File: config.mk
export PLATFORM = sky130hd
export DESIGN_NAME = multicycle_controller
export DESIGN_NICKNAME = d
export VERILOG_FILES = /design/src/rtl/multicycle_controller_pkg.sv /design/src/rtl/multicycle_controller_instr_class_decode.sv /design/src/rtl/multicycle_controller.sv
export SDC_FILE = /design/constraint.sdc
export NUM_CORES = 1
export LEC_CHECK = 0
export CAP_MARGIN = 0
export CORE_MARGIN = 1
export CORE_UTILIZATION = 30
export DETAILED_ROUTE_END_ITERATION = 10
export PLACE_DENSITY = 0.58
export SYNTH_ARGS = -nofsm -noshare
export SYNTH_HDL_FRONTEND = slang
export SYNTH_HIERARCHICAL = 1
export SYNTH_SLANG_ARGS = --single-unit
File: constraint.sdc
create_clock -name clk -period 3.1 [get_ports clk]
set_clock_uncertainty 0.1 [all_clocks]
set_input_delay 0.62 -clock clk [delete_from_list [all_inputs] [get_ports clk]]
set_output_delay 0.62 -clock clk [all_outputs]
set_load 0.05 [all_outputs]
File: src/rtl/multicycle_controller_pkg.sv
// Shared definitions for the multicycle controller.
// Holds the FSM state encodings, opcode/funct constants, ALU operation
// codes, PC source selects and the instruction-class enumeration used by
// instr_class_decode and multicycle_controller.
package multicycle_controller_pkg;

  // FSM state encodings
  localparam int          ST_W      = 3;
  localparam logic [2:0]  ST_FETCH  = 3'd0;
  localparam logic [2:0]  ST_DECODE = 3'd1;
  localparam logic [2:0]  ST_EXEC   = 3'd2;
  localparam logic [2:0]  ST_MEM    = 3'd3;
  localparam logic [2:0]  ST_WB     = 3'd4;
  localparam logic [2:0]  ST_NOC_TX = 3'd5;
  localparam logic [2:0]  ST_NOC_RX = 3'd6;

  // Opcodes
  localparam logic [5:0] OP_RTYPE  = 6'b000000;
  localparam logic [5:0] OP_ADDI   = 6'b001000;
  localparam logic [5:0] OP_LUI    = 6'b001111;
  localparam logic [5:0] OP_LW     = 6'b100011;
  localparam logic [5:0] OP_LB     = 6'b100000;
  localparam logic [5:0] OP_SW     = 6'b101011;
  localparam logic [5:0] OP_SB     = 6'b101000;
  localparam logic [5:0] OP_BEQ    = 6'b000100;
  localparam logic [5:0] OP_J      = 6'b000010;
  localparam logic [5:0] OP_NOC_TX = 6'b110000;
  localparam logic [5:0] OP_NOC_RX = 6'b110001;

  // R-type funct codes
  localparam logic [5:0] FN_ADD = 6'b100000;
  localparam logic [5:0] FN_SUB = 6'b100010;
  localparam logic [5:0] FN_AND = 6'b100100;
  localparam logic [5:0] FN_OR  = 6'b100101;
  localparam logic [5:0] FN_SLT = 6'b101010;

  // ALU operation codes (zero-extended to ALUOP_W at the top level)
  localparam int         ALU_CODE_W = 4;
  localparam logic [3:0] ALU_NOP = 4'b0000;
  localparam logic [3:0] ALU_ADD = 4'b0001;
  localparam logic [3:0] ALU_SUB = 4'b0010;
  localparam logic [3:0] ALU_AND = 4'b0011;
  localparam logic [3:0] ALU_OR  = 4'b0100;
  localparam logic [3:0] ALU_SLT = 4'b0111;
  localparam logic [3:0] ALU_LUI = 4'b1000;

  // PC source selects
  localparam logic [1:0] PCSRC_SEQ    = 2'b00;
  localparam logic [1:0] PCSRC_BRANCH = 2'b01;
  localparam logic [1:0] PCSRC_JUMP   = 2'b10;

  // Instruction classes
  typedef enum logic [3:0] {
    CLS_NONE    = 4'd0,
    CLS_RTYPE   = 4'd1,
    CLS_ADDI    = 4'd2,
    CLS_LUI     = 4'd3,
    CLS_LOAD    = 4'd4,
    CLS_STORE   = 4'd5,
    CLS_BEQ     = 4'd6,
    CLS_JUMP    = 4'd7,
    CLS_NOC_TX  = 4'd8,
    CLS_NOC_RX  = 4'd9,
    CLS_ILLEGAL = 4'd10
  } iclass_e;

endpackage

File: src/rtl/multicycle_controller_instr_class_decode.sv
// Combinational instruction classifier.
// Maps the IR opcode/funct fields to an instruction class and a 4-bit ALU
// operation code. Unknown opcodes map to CLS_ILLEGAL with ALU_NOP.
// Ports:
//   opcode_i  [5:0]  opcode field
//   funct_i   [5:0]  funct field (only meaningful for R-type)
//   iclass_o         instruction class
//   aluop_o   [3:0]  ALU operation code for the EXEC state
module instr_class_decode
  import multicycle_controller_pkg::*;
(
  input  logic [5:0]            opcode_i,
  input  logic [5:0]            funct_i,
  output iclass_e               iclass_o,
  output logic [ALU_CODE_W-1:0] aluop_o
);

  always_comb begin
    iclass_o = CLS_ILLEGAL;
    aluop_o  = ALU_NOP;
    case (opcode_i)
      OP_RTYPE: begin
        iclass_o = CLS_RTYPE;
        case (funct_i)
          FN_ADD:  aluop_o = ALU_ADD;
          FN_SUB:  aluop_o = ALU_SUB;
          FN_AND:  aluop_o = ALU_AND;
          FN_OR:   aluop_o = ALU_OR;
          FN_SLT:  aluop_o = ALU_SLT;
          default: aluop_o = ALU_NOP;
        endcase
      end
      OP_ADDI: begin
        iclass_o = CLS_ADDI;
        aluop_o  = ALU_ADD;
      end
      OP_LUI: begin
        iclass_o = CLS_LUI;
        aluop_o  = ALU_LUI;
      end
      OP_LW, OP_LB: begin
        iclass_o = CLS_LOAD;
        aluop_o  = ALU_ADD;
      end
      OP_SW, OP_SB: begin
        iclass_o = CLS_STORE;
        aluop_o  = ALU_ADD;
      end
      OP_BEQ: begin
        iclass_o = CLS_BEQ;
        aluop_o  = ALU_SUB;
      end
      OP_J:      iclass_o = CLS_JUMP;
      OP_NOC_TX: iclass_o = CLS_NOC_TX;
      OP_NOC_RX: iclass_o = CLS_NOC_RX;
      default:   iclass_o = CLS_ILLEGAL;
    endcase
  end

endmodule

File: src/rtl/multicycle_controller.sv
// Multicycle datapath controller with NoC send/receive instructions.
// Ports:
//   clk, rst                    clock, synchronous active-high reset
//   opcode, funct               IR fields, sampled only in DECODE
//   zero                        ALU zero flag (branch decision in EXEC)
//   noc_tx_ready/noc_rx_valid   per-channel NoC handshake inputs
//   pcWrite..regWrite, ALUOp,
//   pcSrc                       datapath controls
//   noc_tx_valid/noc_rx_ready   one-hot NoC handshake outputs
//   illegal                     pulse in DECODE for an unknown opcode
//   stall_cnt                   saturating count of NoC stall cycles
//
// NoC handshake: a transfer on channel ch completes in the cycle where
// both the controller's request bit [ch] and the partner's bit [ch] are 1.
// The request is held every cycle until that happens; partner bits on other
// channels are ignored.
//
// Every output is forced to 0 while rst is high, so an instruction caught
// by reset drops its handshake in the reset cycle itself.
module multicycle_controller
  import multicycle_controller_pkg::*;
#(
  parameter int ALUOP_W = 4,
  parameter int NOC_CH  = 4,
  parameter int CNT_W   = 16
) (
  input  logic               clk,
  input  logic               rst,
  input  logic [5:0]         opcode,
  input  logic [5:0]         funct,
  input  logic               zero,
  input  logic [NOC_CH-1:0]  noc_tx_ready,
  input  logic [NOC_CH-1:0]  noc_rx_valid,
  output logic               pcWrite,
  output logic               irWrite,
  output logic               regDst,
  output logic               memRead,
  output logic               memWrite,
  output logic               memtoReg,
  output logic               nocToReg,
  output logic               ALUSrc,
  output logic               regWrite,
  output logic [ALUOP_W-1:0] ALUOp,
  output logic [1:0]         pcSrc,
  output logic [NOC_CH-1:0]  noc_tx_valid,
  output logic [NOC_CH-1:0]  noc_rx_ready,
  output logic               illegal,
  output logic [CNT_W-1:0]   stall_cnt
);

  localparam int CH_W = (NOC_CH > 1) ? $clog2(NOC_CH) : 1;

  logic [ST_W-1:0]       state_q, state_d;
  iclass_e               cls_q, cls_d;
  logic [ALU_CODE_W-1:0] alu_q, alu_d;
  logic [CH_W-1:0]       ch_q, ch_d;
  logic [CNT_W-1:0]      cnt_q, cnt_d;

  iclass_e               dec_cls;
  logic [ALU_CODE_W-1:0] dec_alu;
  logic [CH_W-1:0]       dec_ch;
  logic [NOC_CH-1:0]     ch_onehot;
  logic                  tx_hs, rx_hs;
  logic [ALU_CODE_W-1:0] alu_code;

  instr_class_decode u_decode (
    .opcode_i (opcode),
    .funct_i  (funct),
    .iclass_o (dec_cls),
    .aluop_o  (dec_alu)
  );

  // With a single channel there are no channel-select bits in funct.
  assign dec_ch    = (NOC_CH == 1) ? '0 : funct[CH_W-1:0];
  assign ch_onehot = NOC_CH'(1) << ch_q;
  assign tx_hs     = |(noc_tx_ready & ch_onehot);
  assign rx_hs     = |(noc_rx_valid & ch_onehot);

  // Next-state, decode capture and stall counter
  always_comb begin
    state_d = state_q;
    cls_d   = cls_q;
    alu_d   = alu_q;
    ch_d    = ch_q;
    cnt_d   = cnt_q;
    case (state_q)
      ST_FETCH: state_d = ST_DECODE;
      ST_DECODE: begin
        cls_d = dec_cls;
        alu_d = dec_alu;
        ch_d  = dec_ch;
        case (dec_cls)
          CLS_NOC_TX:  state_d = ST_NOC_TX;
          CLS_NOC_RX:  state_d = ST_NOC_RX;
          CLS_ILLEGAL: state_d = ST_FETCH;
          default:     state_d = ST_EXEC;
        endcase
      end
      ST_EXEC: begin
        case (cls_q)
          CLS_RTYPE, CLS_ADDI, CLS_LUI: state_d = ST_WB;
          CLS_LOAD, CLS_STORE:          state_d = ST_MEM;
          default:                      state_d = ST_FETCH;
        endcase
      end
      ST_MEM:  state_d = (cls_q == CLS_LOAD) ? ST_WB : ST_FETCH;
      ST_WB:   state_d = ST_FETCH;
      ST_NOC_TX: begin
        if (tx_hs) begin
          state_d = ST_FETCH;
        end else if (cnt_q != '1) begin
          cnt_d = cnt_q + CNT_W'(1);
        end
      end
      ST_NOC_RX: begin
        if (rx_hs) begin
          state_d = ST_FETCH;
        end else if (cnt_q != '1) begin
          cnt_d = cnt_q + CNT_W'(1);
        end
      end
      default: state_d = ST_FETCH;
    endcase
  end

  always_ff @(posedge clk) begin
    if (rst) begin
      state_q <= ST_FETCH;
      cls_q   <= CLS_NONE;
      alu_q   <= '0;
      ch_q    <= '0;
      cnt_q   <= '0;
    end else begin
      state_q <= state_d;
      cls_q   <= cls_d;
      alu_q   <= alu_d;
      ch_q    <= ch_d;
      cnt_q   <= cnt_d;
    end
  end

  // Output decode. Moore on state/registered class, except: pcWrite follows
  // zero for beq, regWrite/nocToReg follow the receive handshake, and
  // illegal follows the live opcode in DECODE.
  always_comb begin
    pcWrite      = 1'b0;
    irWrite      = 1'b0;
    regDst       = 1'b0;
    memRead      = 1'b0;
    memWrite     = 1'b0;
    memtoReg     = 1'b0;
    nocToReg     = 1'b0;
    ALUSrc       = 1'b0;
    regWrite     = 1'b0;
    alu_code     = ALU_NOP;
    pcSrc        = PCSRC_SEQ;
    noc_tx_valid = '0;
    noc_rx_ready = '0;
    illegal      = 1'b0;
    if (!rst) begin
      case (state_q)
        ST_FETCH: begin
          memRead  = 1'b1;
          irWrite  = 1'b1;
          pcWrite  = 1'b1;
          alu_code = ALU_ADD;
        end
        ST_DECODE: illegal = (dec_cls == CLS_ILLEGAL);
        ST_EXEC: begin
          case (cls_q)
            CLS_RTYPE: alu_code = alu_q;
            CLS_ADDI, CLS_LUI, CLS_LOAD, CLS_STORE: begin
              alu_code = alu_q;
              ALUSrc   = 1'b1;
            end
            CLS_BEQ: begin
              alu_code = ALU_SUB;
              pcSrc    = PCSRC_BRANCH;
              pcWrite  = zero;
            end
            CLS_JUMP: begin
              pcSrc   = PCSRC_JUMP;
              pcWrite = 1'b1;
            end
            default: ;
          endcase
        end
        ST_MEM: begin
          memRead  = (cls_q == CLS_LOAD);
          memWrite = (cls_q == CLS_STORE);
        end
        ST_WB: begin
          regWrite = 1'b1;
          regDst   = (cls_q == CLS_RTYPE);
          memtoReg = (cls_q == CLS_LOAD);
        end
        ST_NOC_TX: noc_tx_valid = ch_onehot;
        ST_NOC_RX: begin
          noc_rx_ready = ch_onehot;
          regWrite     = rx_hs;
          nocToReg     = rx_hs;
        end
        default: ;
      endcase
    end
    ALUOp = ALUOP_W'(alu_code);
  end

  assign stall_cnt = rst ? '0 : cnt_q;

endmodule
**After elaboration in Yosys (flattened, before gate mapping)**

Cells that the tools add are included.

- Bits in registers: 29
- Input port bits: 23
- Output and inout bits: 40

- Add/subtract/negate cells: 1
- Equal/unequal tests: 36
- Shift-type cells: 1
- Multiplexer cells: 46
- Bitwise operators: 2
- Reductions and logical operators: 14

Operators with widths:

| kind | count |
|---|---|
| 6-bit == test, second input constant | 11 |
| 16-bit two-way mux | 4 |
| 4-bit one-hot mux with 9 select lines | 1 |
| 16-bit one-hot mux with 2 select lines | 1 |
| 4-bit two-way mux | 5 |
| 1-bit two-way mux | 18 |
| 3-bit one-hot mux with 6 select lines | 1 |
| 16-bit by 1-bit adder with 16-bit output, second input constant | 1 |
| 4-bit by 3-bit == test with 1-bit output, second input constant | 4 |
| 16-bit != test, second input constant | 1 |
| 4-bit one-hot mux with 2 select lines | 2 |
| 4-bit one-hot mux with 4 select lines | 1 |
| 3-bit one-hot mux with 5 select lines | 1 |
| 4-bit == test, second input constant | 3 |
| 6-bit by 4-bit == test with 1-bit output, second input constant | 2 |
| 4-bit OR reduction | 3 |
| 5-bit OR reduction | 2 |
| 3-bit == test, second input constant | 3 |
| 3-bit two-way mux | 3 |
| 3-bit one-hot mux with 3 select lines | 1 |
| 4-bit bitwise AND | 2 |
| 4-bit by 2-bit == test with 1-bit output, second input constant | 2 |
| 2-bit != test, second input constant | 4 |
| 1-bit one-hot mux with 2 select lines | 4 |
| other kinds (16) | 20 |

**Logic depth before layout (Yosys ltp)**

- Word-level depth: 6
- Depth in mapped cells: 10

**Hierarchy**

Netlist, hierarchy kept.

Modules (own cells, without submodules):

| module | instances | cells an instance | area an instance (µm²) | seq. area each (µm²) |
|---|---|---|---|---|
| multicycle_controller | 1 | 229 | 1794.2 | 580.6 |
| instr_class_decode | 1 | 55 | 327.8 | 0.0 |

**Least setup slack after synthesis**

Ideal clock, no wire load.

- Path type: input to output
- From: input opcode[2]
- To: output illegal
- Arrival: 3.350 ns
- Setup slack: -0.970 ns
- Stages: 7
- Path buffers: 1
- Path through: buf_2 -> xnor2_1 -> o22ai_1 -> a21oi_1 -> o21ai_1 -> or3b_2 -> nor4b_1

- Word-level cells in the longest chain between the ends: 6
- Elaborated cells between the ends (all ways): 17

Ends and longest elaborated chain:

| element | RTL line | source |
|---|---|---|
| start, declared | multicycle_controller.sv:29 | `input logic [5:0] opcode,` |
| 6-bit == test | multicycle_controller_instr_class_decode.sv:21 | `case (opcode_i)` |
| 2-bit OR reduction | -- |  |
| 4-bit one-hot mux with 9 select lines * | multicycle_controller_instr_class_decode.sv:21 |  |
| via dec_cls[0] | multicycle_controller.sv:59 | `iclass_e dec_cls;` |
| 4-bit == test * | multicycle_controller.sv:168 | `ST_DECODE: illegal = (dec_cls == CLS_ILLEGAL);` |
| 1-bit two-way mux * | multicycle_controller.sv:161 | `case (state_q)` |
| 1-bit two-way mux * | multicycle_controller.sv:160 | `if (!rst) begin` |
| end, declared | multicycle_controller.sv:47 | `output logic illegal,` |

Mark *: on every way through the listed nets, which the timed path passes. The rest lies on a longest branch.

**Final worst setup path**

- From: input opcode[1]
- To: output illegal

The elaborated chain is that of the path after synthesis.

==> impl_metrics.yaml <==
sta:
  setup_slack_ps: 105
  tns_ps: 0
  setup_viol: 0
  max_freq_mhz: 334
  tightest_slew_ps: 577
  fin_crit_sh: 0.966
  period_minus_slack_ps: 3000
  hold_viol: 0
  rsz0062_at_grt: "no"
  slew_viol_final: 0
  max_slew_margin: 0.615
global_routing:
  grt_usage: 0.171
  antenna_found_initial: 0
  grt_max_degree: 33
  grt_pass1_vias: 2275
  grt_remaining_overflow: 0
  grt_pass1_wl_mm: 10.2
power:
  power.internal_uw: 764
  clkPwrFrac: 0.391
  pwr-share-comb: 0.230
  irDropWorstVdd_uv: 198
  p_seq_frac: 0.379
  total_power_uw: 1040
  p_sw_frac: 0.268
  p_sw_uw: 279
  leakage_uw: 0.00134
  powerDensity_mw_per_mm2: 292
die:
  start_util: 0.311
  die_area_mm2: 0.00741
  coreArea_mm2: 0.00683
  die_w_um: 86.1
  fp-row-count: 30
  dieHeight_um: 86.1
  boundaryPins: 63
layout:
  final_nets: 389
  n_antenna_cell: 0
  layout_common_cells: "nor2_1, buf_12, dfxtp_1, buf_4, nand2_1"
  layout_commonest_cell: "nor2_1"
  area_growth_pct: 68.2
  drive_gt1_frac: 0.303
  final_util: 0.522
  fin_area_mm2: 0.00357
run_status:
  outcome: "completed"
yosys:
  synth_cell_type_count: 58
  ys_ff_latch: 29
  postSynth.asyncResetShare: 0
  yosysSeqAreaShare: 0.274
  synth_ff_type: "dfxtp_1"
  synth_area_per_cell_um2: 7.47
  syn_nets: 308
  synthCells: 284
  synth_area_mm2: 0.00212
  yosys_warnings: 6
  synth-edff-count: 0
clock_network:
  hold_buffers: 0
  clock_sinks: 29
  cts_buffer_depth: 2
  path_clk_slew_ps: 60
  root_buffer: "clkbuf_8"
  cts_buffers: 5
  clock_latency_ps: 280
  htree_num_levels: 2
  post-cts-setup-buffers: 0
  cts_tree: "built"
worst_setup_path:
  critPathKind: "input pin to primary output"
  crit_slowest_cell: "or3b_4"
  crit_fanout: 5
  cp_slowest_stage_delay_ps: 420
  reg2reg_slack_ps: 620
  cp.arrival_ps: 2280
  cp_cell_sequence: "clkdlybuf4s15_1, or2_1, o22ai_1, a21oi_1, o21ai_1, or3b_4, nor4b_4, buf_12"
  endpoint_kind: "primary output"
  cp-start-kind: "input pin"
  reg2regPathDepth: 5
  cp.depth: 8
  required_ps: 2380
  crit_family: "simple AND/OR/NAND/NOR gates"
  cp_num_buf_inv: 2
routing:
  wl_per_cell_um: 13.1
  drtAntennaViolNets: 0
  drtIter0Drc: 133
  viasPerCell: 4.99
  dr.pass1.iters: 4
  drcViolationCount: 0
  route.vias.total: 2307
  drt-total-wl_mm: 6.07
placed_design:
  gp_congestion: 0.861
  pre_cts_ws_ps: -354
  hpwl_mm: 4.69
  post_dp_cell_area_mm2: 0.00341
  port_buffers: 62
flow_run:
  max-cap-violations: 0
hold_path:
  holdPathStages: 2
  min_path_type: "flop to flop"
## cells in the mapped netlist (2+ instances only)
library cell	number	area, µm²
nor2_1	50	188
dfxtp_1	29	581
nand2_1	20	75.1
nor2b_1	16	100
a21oi_1	13	65.1
mux2i_1	12	120
inv_1	10	37.5
nand3_1	10	50.1
clkbuf_1	9	33.8
nor3_1	8	40.0
nor4_1	7	43.8
o21ai_1	7	35.0
mux2_2	6	67.6
o21ai_0	6	30.0
or4_1	6	45.0
o31ai_1	5	37.5
or2_2	5	31.3
buf_2	4	20.0
nand2b_1	4	25.0
or3_1	4	25.0
a211oi_1	3	22.5
and2_1	3	18.8
buf_6	3	33.8
nor4b_1	3	26.3
a21o_1	2	15.0
nand3b_1	2	15.0
nand4_1	2	12.5
nor3b_1	2	15.0
o21a_1	2	15.0
or2b_1	2	15.0
xnor2_1	2	17.5
## final timing paths
kind                  start        end
setup reg to reg    ch_q[0]  cnt_q[12]
setup / recovery  opcode[1]    illegal
hold reg to reg    alu_q[3]   alu_q[3]
hold / removal     alu_q[3]   alu_q[3]
## through the flow
step	hold WS, ps	std cells
after floorplan	352	284
after global placement	369	453
after detailed placement	374	453
after CTS	389	462
after global routing	419	462
final	394	462
## area by class of cell
class,count,area [µm²]
multi-input combinational,228,1480
sequential,29,581
clock inverter,1,30.0
fill,650,3260
clock buffer,7,86.3
tap,96,120
timing repair buffer,91,1230
inverter,10,37.5
## layer usage
layer  track usage  vias up  share of wire
met5             0        -              0
met4        0.0818        0          0.030
met3        0.0375       15          0.047
met2         0.293       51           0.48
met1         0.203     1072           0.44
li1              -     1169              -
## worst reg2reg max path, stage by stage, from the launching register on
cell	delay, ps
dfxtp_1	520
mux4_2	610
nor4_4	240
nor2_2	160
nor4b_1	380
mux2_2	370
## power groups by stage
| stage | clock network, µW | registers (µW) | logic [µW] |
|---|---|---|---|
| CTS | 421 | 395 | 239 |
| detailed placement | 0 | 404 | 236 |
| global placement | 0 | 404 | 236 |
| finish | 408 | 396 | 240 |
| global route | 434 | 398 | 259 |
| floorplan | 0 | 395 | 138 |
## kinds of logic (layout without fill, tap and decap cells)
group,after synthesis,in the layout,synth area share
muxes,19,19,0.0991
adders and majority gates,1,1,0.00590
buffers and inverters,27,109,0.0607
DFF,29,29,0.274
AOI/OAI and AO/OA,50,50,0.154
xor gates and xnor gates,3,3,0.0124
and+or+nand+nor,155,155,0.394
## what timing repair did
item	4_1_cts	5_1_grt
gates cloned	1	0
pin swaps	4	8
setup endpoints to repair	1	7
resized for setup	12	18
## state kept, by name (all words and copies together), names as in the netlist
| register | count |
|---|---|
| cnt_q | 16 |
| state_q | 3 |
| ch_q | 2 |
| alu_q | 4 |
| cls_q | 4 |
Note: power is estimated with default switching activity, not from simulation.
